## config.mk

```make
export PLATFORM = sky130hd
export DESIGN_NAME = clk_div_multi_flat
export DESIGN_NICKNAME = d
export VERILOG_FILES = /design/src/rtl/clk_div_multi_if.sv /design/src/rtl/clk_div_multi.sv /design/src/flat_wrapper.sv
export SDC_FILE = /design/constraint.sdc
export NUM_CORES = 1
export LEC_CHECK = 0
export ABC_AREA = 1
export CAP_MARGIN = 20
export CORE_MARGIN = 2
export CORE_UTILIZATION = 60
export DETAILED_ROUTE_END_ITERATION = 16
export PLACE_DENSITY = 0.78
export RECOVER_POWER = 25
export SLEW_MARGIN = 10
export SYNTH_ARGS = -nofsm -noshare
export SYNTH_HDL_FRONTEND = slang
export SYNTH_SLANG_ARGS = --single-unit
export TNS_END_PERCENT = 10
```

## constraint.sdc

```tcl
create_clock -name clk -period 2.7 [get_ports clk]
set_input_delay 0.27 -clock clk [delete_from_list [all_inputs] [get_ports clk]]
set_output_delay 0.27 -clock clk [all_outputs]
set_load 0.05 [all_outputs]
```

## src/rtl/clk_div_multi_if.sv

```systemverilog
// Configuration and status bundle for clk_div_multi.
//   master: drives cfg_we/cfg_ch/cfg_div/cfg_en/sync_i and
//           observes tick_o/sq_o/pend_o/cfg_err_o.
//   slave : the divider block.
interface clk_div_multi_if #(
   parameter int NUM_CH = 4,
   parameter int DIV_W  = 16
);
   localparam int CH_W = (NUM_CH > 1) ? $clog2(NUM_CH) : 1;

   logic              cfg_we;
   logic [CH_W-1:0]   cfg_ch;
   logic [DIV_W-1:0]  cfg_div;
   logic              cfg_en;
   logic              sync_i;
   logic [NUM_CH-1:0] tick_o;
   logic [NUM_CH-1:0] sq_o;
   logic [NUM_CH-1:0] pend_o;
   logic              cfg_err_o;

   modport master (
      output cfg_we, cfg_ch, cfg_div, cfg_en, sync_i,
      input  tick_o, sq_o, pend_o, cfg_err_o
   );

   modport slave (
      input  cfg_we, cfg_ch, cfg_div, cfg_en, sync_i,
      output tick_o, sq_o, pend_o, cfg_err_o
   );
endinterface

```

## src/rtl/clk_div_multi.sv

```systemverilog
// Multi-channel programmable clock divider / baud-tick generator.
// Each channel emits a one-cycle tick every div_act cycles and a square
// wave (low floor(D/2), high ceil(D/2)). Divisor changes on a running
// channel are held pending and applied at the next wrap or sync.
// Ports:
//   clk, reset : system clock, synchronous active-high reset
//   bus (slave): cfg_we/cfg_ch/cfg_div/cfg_en write port, sync_i realign,
//                tick_o/sq_o/pend_o per channel, cfg_err_o reject pulse

// One divider channel. wr is an already-validated write to this channel.
module clk_div_ch #(
   parameter int DIV_W       = 16,
   parameter int DEFAULT_DIV = 2
) (
   input  logic             clk,
   input  logic             reset,
   input  logic             wr,
   input  logic [DIV_W-1:0] cfg_div,
   input  logic             cfg_en,
   input  logic             sync,
   output logic             tick,
   output logic             sq,
   output logic             pend
);
   logic             en_q;
   logic [DIV_W-1:0] cnt;
   logic [DIV_W-1:0] div_act;
   logic [DIV_W-1:0] div_pend;
   logic             pend_v;
   logic             wrap;

   assign wrap = (cnt == div_act - DIV_W'(1));
   assign tick = en_q & wrap;
   assign sq   = en_q & (cnt >= (div_act >> 1));
   assign pend = pend_v;

   always_ff @(posedge clk) begin
      if (reset) begin
         en_q     <= 1'b0;
         cnt      <= '0;
         div_act  <= DIV_W'(DEFAULT_DIV);
         div_pend <= '0;
         pend_v   <= 1'b0;
      end else if (wr && (!en_q || !cfg_en || sync)) begin
         // Stopped channel, disable, or write coinciding with sync:
         // take the new setting immediately and restart the period.
         en_q    <= cfg_en;
         div_act <= cfg_div;
         cnt     <= '0;
         pend_v  <= 1'b0;
      end else if (en_q) begin
         if (sync || wrap) begin
            cnt <= '0;
            if (pend_v) begin
               div_act <= div_pend;
               pend_v  <= 1'b0;
            end
         end else begin
            cnt <= cnt + DIV_W'(1);
         end
         // Placed after the wrap logic so a write on the wrap edge
         // becomes the next pending value.
         if (wr) begin
            div_pend <= cfg_div;
            pend_v   <= 1'b1;
         end
      end
   end
endmodule

module clk_div_multi #(
   parameter int NUM_CH      = 4,
   parameter int DIV_W       = 16,
   parameter int DEFAULT_DIV = 2
) (
   input logic            clk,
   input logic            reset,
   clk_div_multi_if.slave bus
);
   localparam int CH_W = (NUM_CH > 1) ? $clog2(NUM_CH) : 1;
   localparam logic [CH_W:0] NUM_CH_V = (CH_W + 1)'(NUM_CH);

   logic              valid;
   logic              err_q;
   logic [NUM_CH-1:0] tick;
   logic [NUM_CH-1:0] sq;
   logic [NUM_CH-1:0] pend;

   assign valid = bus.cfg_we && ({1'b0, bus.cfg_ch} < NUM_CH_V) &&
                  (bus.cfg_div >= DIV_W'(2));

   always_ff @(posedge clk) begin
      if (reset) err_q <= 1'b0;
      else       err_q <= bus.cfg_we && !valid;
   end

   for (genvar i = 0; i < NUM_CH; i++) begin : g_ch
      clk_div_ch #(.DIV_W(DIV_W), .DEFAULT_DIV(DEFAULT_DIV)) u_ch (
         .clk     (clk),
         .reset   (reset),
         .wr      (valid && (bus.cfg_ch == CH_W'(i))),
         .cfg_div (bus.cfg_div),
         .cfg_en  (bus.cfg_en),
         .sync    (bus.sync_i),
         .tick    (tick[i]),
         .sq      (sq[i]),
         .pend    (pend[i])
      );
   end

   assign bus.tick_o    = tick;
   assign bus.sq_o      = sq;
   assign bus.pend_o    = pend;
   assign bus.cfg_err_o = err_q;
endmodule

```

## src/flat_wrapper.sv

```systemverilog
// flat-port wrapper written by rule: the top's interface ports become plain ports
module clk_div_multi_flat 
#(
   parameter int NUM_CH      = 4,
   parameter int DIV_W       = 16,
   parameter int DEFAULT_DIV = 2
)
  (clk, reset, bus_cfg_we, bus_cfg_ch, bus_cfg_div, bus_cfg_en, bus_sync_i, bus_tick_o, bus_sq_o, bus_pend_o, bus_cfg_err_o);
  clk_div_multi_if #(.NUM_CH(NUM_CH), .DIV_W(DIV_W)) bus_i ();
  input logic clk;
  input logic reset;
  input wire logic [$bits(bus_i.cfg_we)-1:0] bus_cfg_we;
  input wire logic [$bits(bus_i.cfg_ch)-1:0] bus_cfg_ch;
  input wire logic [$bits(bus_i.cfg_div)-1:0] bus_cfg_div;
  input wire logic [$bits(bus_i.cfg_en)-1:0] bus_cfg_en;
  input wire logic [$bits(bus_i.sync_i)-1:0] bus_sync_i;
  output wire logic [$bits(bus_i.tick_o)-1:0] bus_tick_o;
  output wire logic [$bits(bus_i.sq_o)-1:0] bus_sq_o;
  output wire logic [$bits(bus_i.pend_o)-1:0] bus_pend_o;
  output wire logic [$bits(bus_i.cfg_err_o)-1:0] bus_cfg_err_o;
  assign bus_i.cfg_we = bus_cfg_we;
  assign bus_i.cfg_ch = bus_cfg_ch;
  assign bus_i.cfg_div = bus_cfg_div;
  assign bus_i.cfg_en = bus_cfg_en;
  assign bus_i.sync_i = bus_sync_i;
  assign bus_tick_o = bus_i.tick_o;
  assign bus_sq_o = bus_i.sq_o;
  assign bus_pend_o = bus_i.pend_o;
  assign bus_cfg_err_o = bus_i.cfg_err_o;
  clk_div_multi #(.NUM_CH(NUM_CH), .DIV_W(DIV_W), .DEFAULT_DIV(DEFAULT_DIV)) u_core (.clk(clk), .reset(reset), .bus(bus_i));
endmodule
```

Yosys cells after proc, flatten, opt, wreduce, memory -nomap -nowiden
Index checks and enable logic that the tools add are counted.
{"block": "totals", "ff_bits": 201, "inputBits": 23, "output_inout_bits": 13, "wordCells": 142}
{"block": "classes", "n_addsub": 8, "n_lt_le_gt_ge": 5, "n_eq_ne": 7, "muxes": 28, "bitwise_logic": 12, "n_reduce_logical": 61}
{"operator": "$mux 16", "count": 20}
{"operator": "$add 16x1->16 const B", "count": 4}
{"operator": "$eq 16x16->1", "count": 4}
{"operator": "$ge 16x15->1", "count": 4}
{"operator": "$sub 16x1->16 const B", "count": 4}
{"operator": "$reduce_bool 2->1", "count": 16}
{"operator": "$reduce_and 3->1", "count": 8}
{"operator": "$ge 16x2->1 const B", "count": 1}
{"operator": "$logic_or 1x1->1", "count": 12}
{"operator": "$logic_and 1x1->1", "count": 10}
{"operator": "$and 1x1->1", "count": 8}
{"operator": "$mux 1", "count": 8}
{"operator": "$reduce_and 2->1", "count": 4}
{"operator": "$reduce_or 2->1", "count": 4}
{"operator": "$logic_not 1->1", "count": 6}
{"operator": "$eq 2x2->1 const B", "count": 2}
{"operator": "$not 1->1", "count": 4}
{"operator": "$eq 2x1->1 const B", "count": 1}
{"operator": "$logic_not 2->1", "count": 1}

Logic depth before layout (Yosys ltp)
{"block": "logic_depth", "depth_word": 6, "mapped_depth": 19, "mapped_depth_nobuf": 18}

Cells and area by module
Synthesis repeated with hierarchy kept, for this count alone.
{"block": "unflattened", "cells_unflattened": 2142, "hier_area_um2": 13689.4}
{"module": "clk_div_ch", "n_inst": 4, "cells_per_inst": 528, "area_each_um2": 3389.5, "seq_area_each_um2": 1001.0}
{"module": "clk_div_multi", "n_inst": 1, "cells_per_inst": 30, "area_each_um2": 131.4, "seq_area_each_um2": 20.0}

Least setup slack after synthesis
Ideal clock, no wire load.
{"block": "synth_path", "path_kind": "reg-to-reg", "from": "register u_core.g_ch[2].u_ch.div_act[0]", "to": "register u_core.g_ch[2].u_ch.cnt[10]", "setup_time_ns": 0.116, "arrival_ns": 1.973, "required_time_ns": 2.584, "setup_slack_ns": 0.611, "stages_incl_launch_ff": 14, "path_buffers": 1, "synth_period_minus_slack_ns": 2.089, "cell_sequence": "dfxtp_1 -> inv_1 -> ha_1 -> nand3_1 -> nor2_1 -> xnor2_1 -> nand2_1 -> nor2_1 -> nand3_2 -> nand2_2 -> nand2_1 -> nand2_1 -> buf_2 -> nor2_1"}
{"block": "synth_via", "elab_chain_cells": 4}
{"item": "start, declared", "line": "clk_div_multi.sv:27", "rtl": "logic [DIV_W-1:0] div_act;"}
{"item": "start signal, assigned", "line": "clk_div_multi.sv:41", "rtl": "div_act <= DIV_W'(DEFAULT_DIV);"}
{"item": "start signal, assigned", "line": "clk_div_multi.sv:48", "rtl": "div_act <= cfg_div;"}
{"item": "start signal, assigned", "line": "clk_div_multi.sv:55", "rtl": "div_act <= div_pend;"}
{"item": "$sub 16x1->16", "line": "clk_div_multi.sv:32", "rtl": "assign wrap = (cnt == div_act - DIV_W'(1));"}
{"item": "$eq 16x16->1", "line": "clk_div_multi.sv:32"}
{"item": "$logic_or 1x1->1", "line": "clk_div_multi.sv:52", "rtl": "if (sync || wrap) begin"}
{"item": "$mux 16", "line": "clk_div_multi.sv:52"}
{"item": "end signal, assigned", "line": "clk_div_multi.sv:59", "rtl": "cnt <= cnt + DIV_W'(1);"}
{"item": "end, declared", "line": "clk_div_multi.sv:26", "rtl": "logic [DIV_W-1:0] cnt;"}
Every way passes these cells.
A chain may end at the register's enable or synchronous reset.

Worst setup path after layout
{"block": "layout_path", "from": "register u_core.g_ch[0].u_ch.div_act[0]", "to": "output port bus_tick_o[0]"}
{"block": "layout_via", "elab_chain_cells": 3}
{"item": "start, declared", "line": "clk_div_multi.sv:27"}
{"item": "start signal, assigned", "line": "clk_div_multi.sv:41"}
{"item": "start signal, assigned", "line": "clk_div_multi.sv:48"}
{"item": "start signal, assigned", "line": "clk_div_multi.sv:55"}
{"item": "$sub 16x1->16", "line": "clk_div_multi.sv:32"}
{"item": "$eq 16x16->1", "line": "clk_div_multi.sv:32"}
{"item": "$and 1x1->1", "line": "clk_div_multi.sv:33", "rtl": "assign tick = en_q & wrap;"}
{"item": "end, declared", "line": "flat_wrapper.sv:17", "rtl": "output wire logic [$bits(bus_i.tick_o)-1:0] bus_tick_o;"}
Every way passes these cells.

==> summary.md <==
| Metric | Value |
|---|---|
| Status | `finished with violations` |
| Failing checks | `setup timing` |
| Io pins | `36` |
| CTS tree | `done` |
| Via count | `13775` |
| Storage element area | `0.00406 mm²` |
| Nets | `about 2300` |
| Pre-antenna DRT Iters | `5` |
| Max-Cap Viols | `0` |
| Area after DPL | `0.0145 mm²` |
| Internal Power | `just under 0.006 W` |
| CTS buffer count | `24` |
| FILL cells | `2018` |
| Detailed Place HPWL | `between 20000 and 30000 µm` |
| Most common flop cell mapped by yosys | `dfxtp_1` |
| RSZ-0062 raised after global routing | `yes` |
| DRC Markers | `0` |
| Slew headroom | `0.491` |
| Fmax | `~370 MHz` |
| Peak supply drop | `0.000515 V` |
| Iter 0 DRT Violations | `1129` |
| Synth Area in Compound Gates | `0.0667` |
| DR WL/cell | `14.3 µm` |
| Post-Synth Simple-Gate Area | `0.419` |
| Critical path endpoint category | `output port` |
| Die height | `155 µm` |
| Multiplexer share of the synthesized area | `0` |
| Syn_nets | `2290` |
| Largest net degree at the start of global routing | `72` |
| Most common cell after layout, fill and taps aside | `nor2_1` |
| Avg Vias per Cell | `5.40` |
| Clock-pin slew on the worst setup and hold paths | `60 ps` |
| Total power | `about 0.0080 W` |
| Total gr overflow | `0` |
| Placer Congestion | `0.931` |
| Worst Path Max Fanout | `3` |
| Final worst path period share | `1.00` |
| CTS Hold Bufs | `0` |
| Starting Density | `0.608` |
| Later-pin clock latency in the skew report | `520 ps` |
| CTS H-tree lvls | `1` |
| Critical path start-end classification | `reg -> out` |
| GRT Total Usage | `0.297` |
| Core area | `0.0226 mm²` |
| Gate count of the mapped netlist | `2199` |
| Overall routed net length | `roughly 36000 µm` |
| Syn avg cell area | `6.24 µm²` |
| Final count of negative-setup-slack endpoints | `1` |
| Flop pwr share | `0.390` |
| FFs w/ async S/R, synth | `0` |
| Number of flops mapped to enable cells by yosys | `0` |
| Cell Area, Synth | `roughly 0.014 mm²` |
| Seq/Total Area, Yosys | `0.293` |
| Share of post-route cells with drive strength above 1 | `0.0993` |
| Final Hold Violating Endpoints | `0` |
| Post-route cell area | `0.0157 mm²` |
| Leak pwr | `roughly 7.4 nW` |
| Hold Path Class | `in -> reg` |
| Setup WS pre-CTS | `-12.2 ps` |
| Fin Setup TNS | `-7.86 ps` |
| Post-synthesis xor/xnor area fraction | `0.0565` |
| Clock root cell | `clkbuf_16` |
| Clock network fraction of design power | `0.458` |
| CP arrival | `2440 ps` |
| Area added between synthesis and finish | `14.5%` |
| # diodes | `0` |
| Die width | `roughly 160 µm` |
| Final worst slack | `-7.86 ps` |
| Adder-cell area share of the yosys netlist | `0.0620` |
| Worst setup SP type | `register` |
| FF+latch count, synth | `about 200` |
| Dpl cells | `between 2000 and 2500` |
| Largest family of logic cells by synthesized area | `simple AND/OR/NAND/NOR gates` |
| Min Tclk post-route | `2710 ps` |
| Clock Tree Buf Depth | `3` |
| Register-to-register setup slack | `between 300 and 400 ps` |
| Initial antenna violation count | `0` |
| Combinational share of power | `0.152` |
| Power per standard cell area | `510 mW/mm²` |
| Slew @ Worst Pin | `763 ps` |
| Net Sw Frac | `0.274` |
| Die Footprint | `0.0241 mm²` |
| Number of global-route vias before repair | `12489` |
| Clock sinks | `201` |
| Final ANT Viol Nets | `0` |
| Switch Pwr | `0.00219 W` |
| Layout Cells excl Fill | `2550` |
| I/O Buffers | `35` |
| Yosys cell types | `41` |
| Core Rows | `55` |
| Pins Over Slew Limit | `0` |
| Warnings from Yosys | `0` |
| Most frequent cells in the layout | `nor2_1 (538), nand2_1 (471), inv_1 (243)` |
| Multi-input combinational cell area | `0.00848 mm²` |
| First-pass GRT wire length | `59800 µm` |
| Worst Skew | `9.43 ps` |
| Worst Path Required | `2430 ps` |
final cells by class:
type,count,area share
Clock inverter,9,0.0111
Tap cell,285,0.0227
Multi-Input combinational cell,1655,0.540
Clock buffer,34,0.0464
Sequential cell,201,0.259
Inverter,265,0.0638
Timing Repair Buffer,101,0.0579
power groups by stage:
stage	registers, W	logic, W	clock network [W]
floorplan	0.00315	0.000850	0
CTS	0.00311	0.00119	0.00372
global placement	0.00318	0.00112	0
detailed placement	0.00318	0.00114	0
finish	0.00312	0.00122	0.00367
global route	0.00313	0.00137	0.00384
final timing paths:
path	startpoint	end	cells after the start
max	u_core.g_ch[0].u_ch.div_act[0]	bus_tick_o[0]	11
min	reset	u_core.g_ch[3].u_ch.div_act[1]	3
max reg2reg	u_core.g_ch[3].u_ch.div_act[0]	u_core.g_ch[3].u_ch.div_act[14]	15
min reg2reg	u_core.g_ch[0].u_ch.div_pend[9]	u_core.g_ch[0].u_ch.div_pend[9]	2
flip-flops by register name, summed over array words and instances, names as in the netlist:
register,flops
u_core.g_ch.u_ch.div_act,64
u_core.g_ch.u_ch.div_pend,64
u_core.g_ch.u_ch.cnt,64
u_core.g_ch.u_ch.en_q,4
u_core.bus.cfg_err_o,1
u_core.g_ch.u_ch.pend,4
metrics by stage:
stage	hold slack (ps)	utilization
after floorplan	398	-
after global placement	464	0.644
after detailed placement	472	0.644
after CTS	200	0.693
after global routing	227	0.696
final	209	0.696
critical path, cell delays in order (launching register included):
cell       delay [ps]
dfxtp_2           360
inv_2              60
ha_4              230
xnor2_1           120
nor2_1            210
nand2_1            80
nor2_1            110
nand4_1           100
a2111oi_2         220
nand2_1           130
nor2_2            150
buf_12            150
per-layer routing:
metal	share of wire	vias up	global-route usage
li1	-	7085	-
met1	0.45	6185	0.400
met5	0	-	0
met4	0.028	0	0.0926
met2	0.46	428	0.502
met3	0.064	77	0.0337
synthesized netlist by cell type, types with 8 or more instances:
library cell  count  area share
inv_1           251       0.069
xnor2_1          38       0.024
clkbuf_1         29      0.0079
a21oi_1         114       0.042
nand2_2           9      0.0041
dfxtp_1         201        0.29
nand4_1         104       0.047
buf_2            22      0.0080
nand3_1          81       0.030
nand3b_1         22       0.012
nor3b_1          10      0.0055
clkinv_1         13      0.0036
nand3_2          13      0.0095
o21ai_0          31       0.011
buf_4            19       0.010
nor2_2            8      0.0036
nand2_1         474        0.13
xor2_1           48       0.031
ha_1             68       0.062
nor2_1          553        0.15
nor3_1           38       0.014
cell families (layout without fill, tap and decap cells):
kind of cell	Yosys count	after routing
AO/OA/AOI/OAI	170	170
XOR/XNOR	87	87
adder cells (fa/ha/maj)	68	68
buffers and inverters	343	409
flip-flops	201	201
AND/OR/NAND/NOR	1330	1330
repair_timing:
action	CTS	global route
pin swaps	15	16
buffers inserted	10	3
gates resized for setup	48	42
setup endpoints to repair	7	8
(Power assumes the default switching activity.)
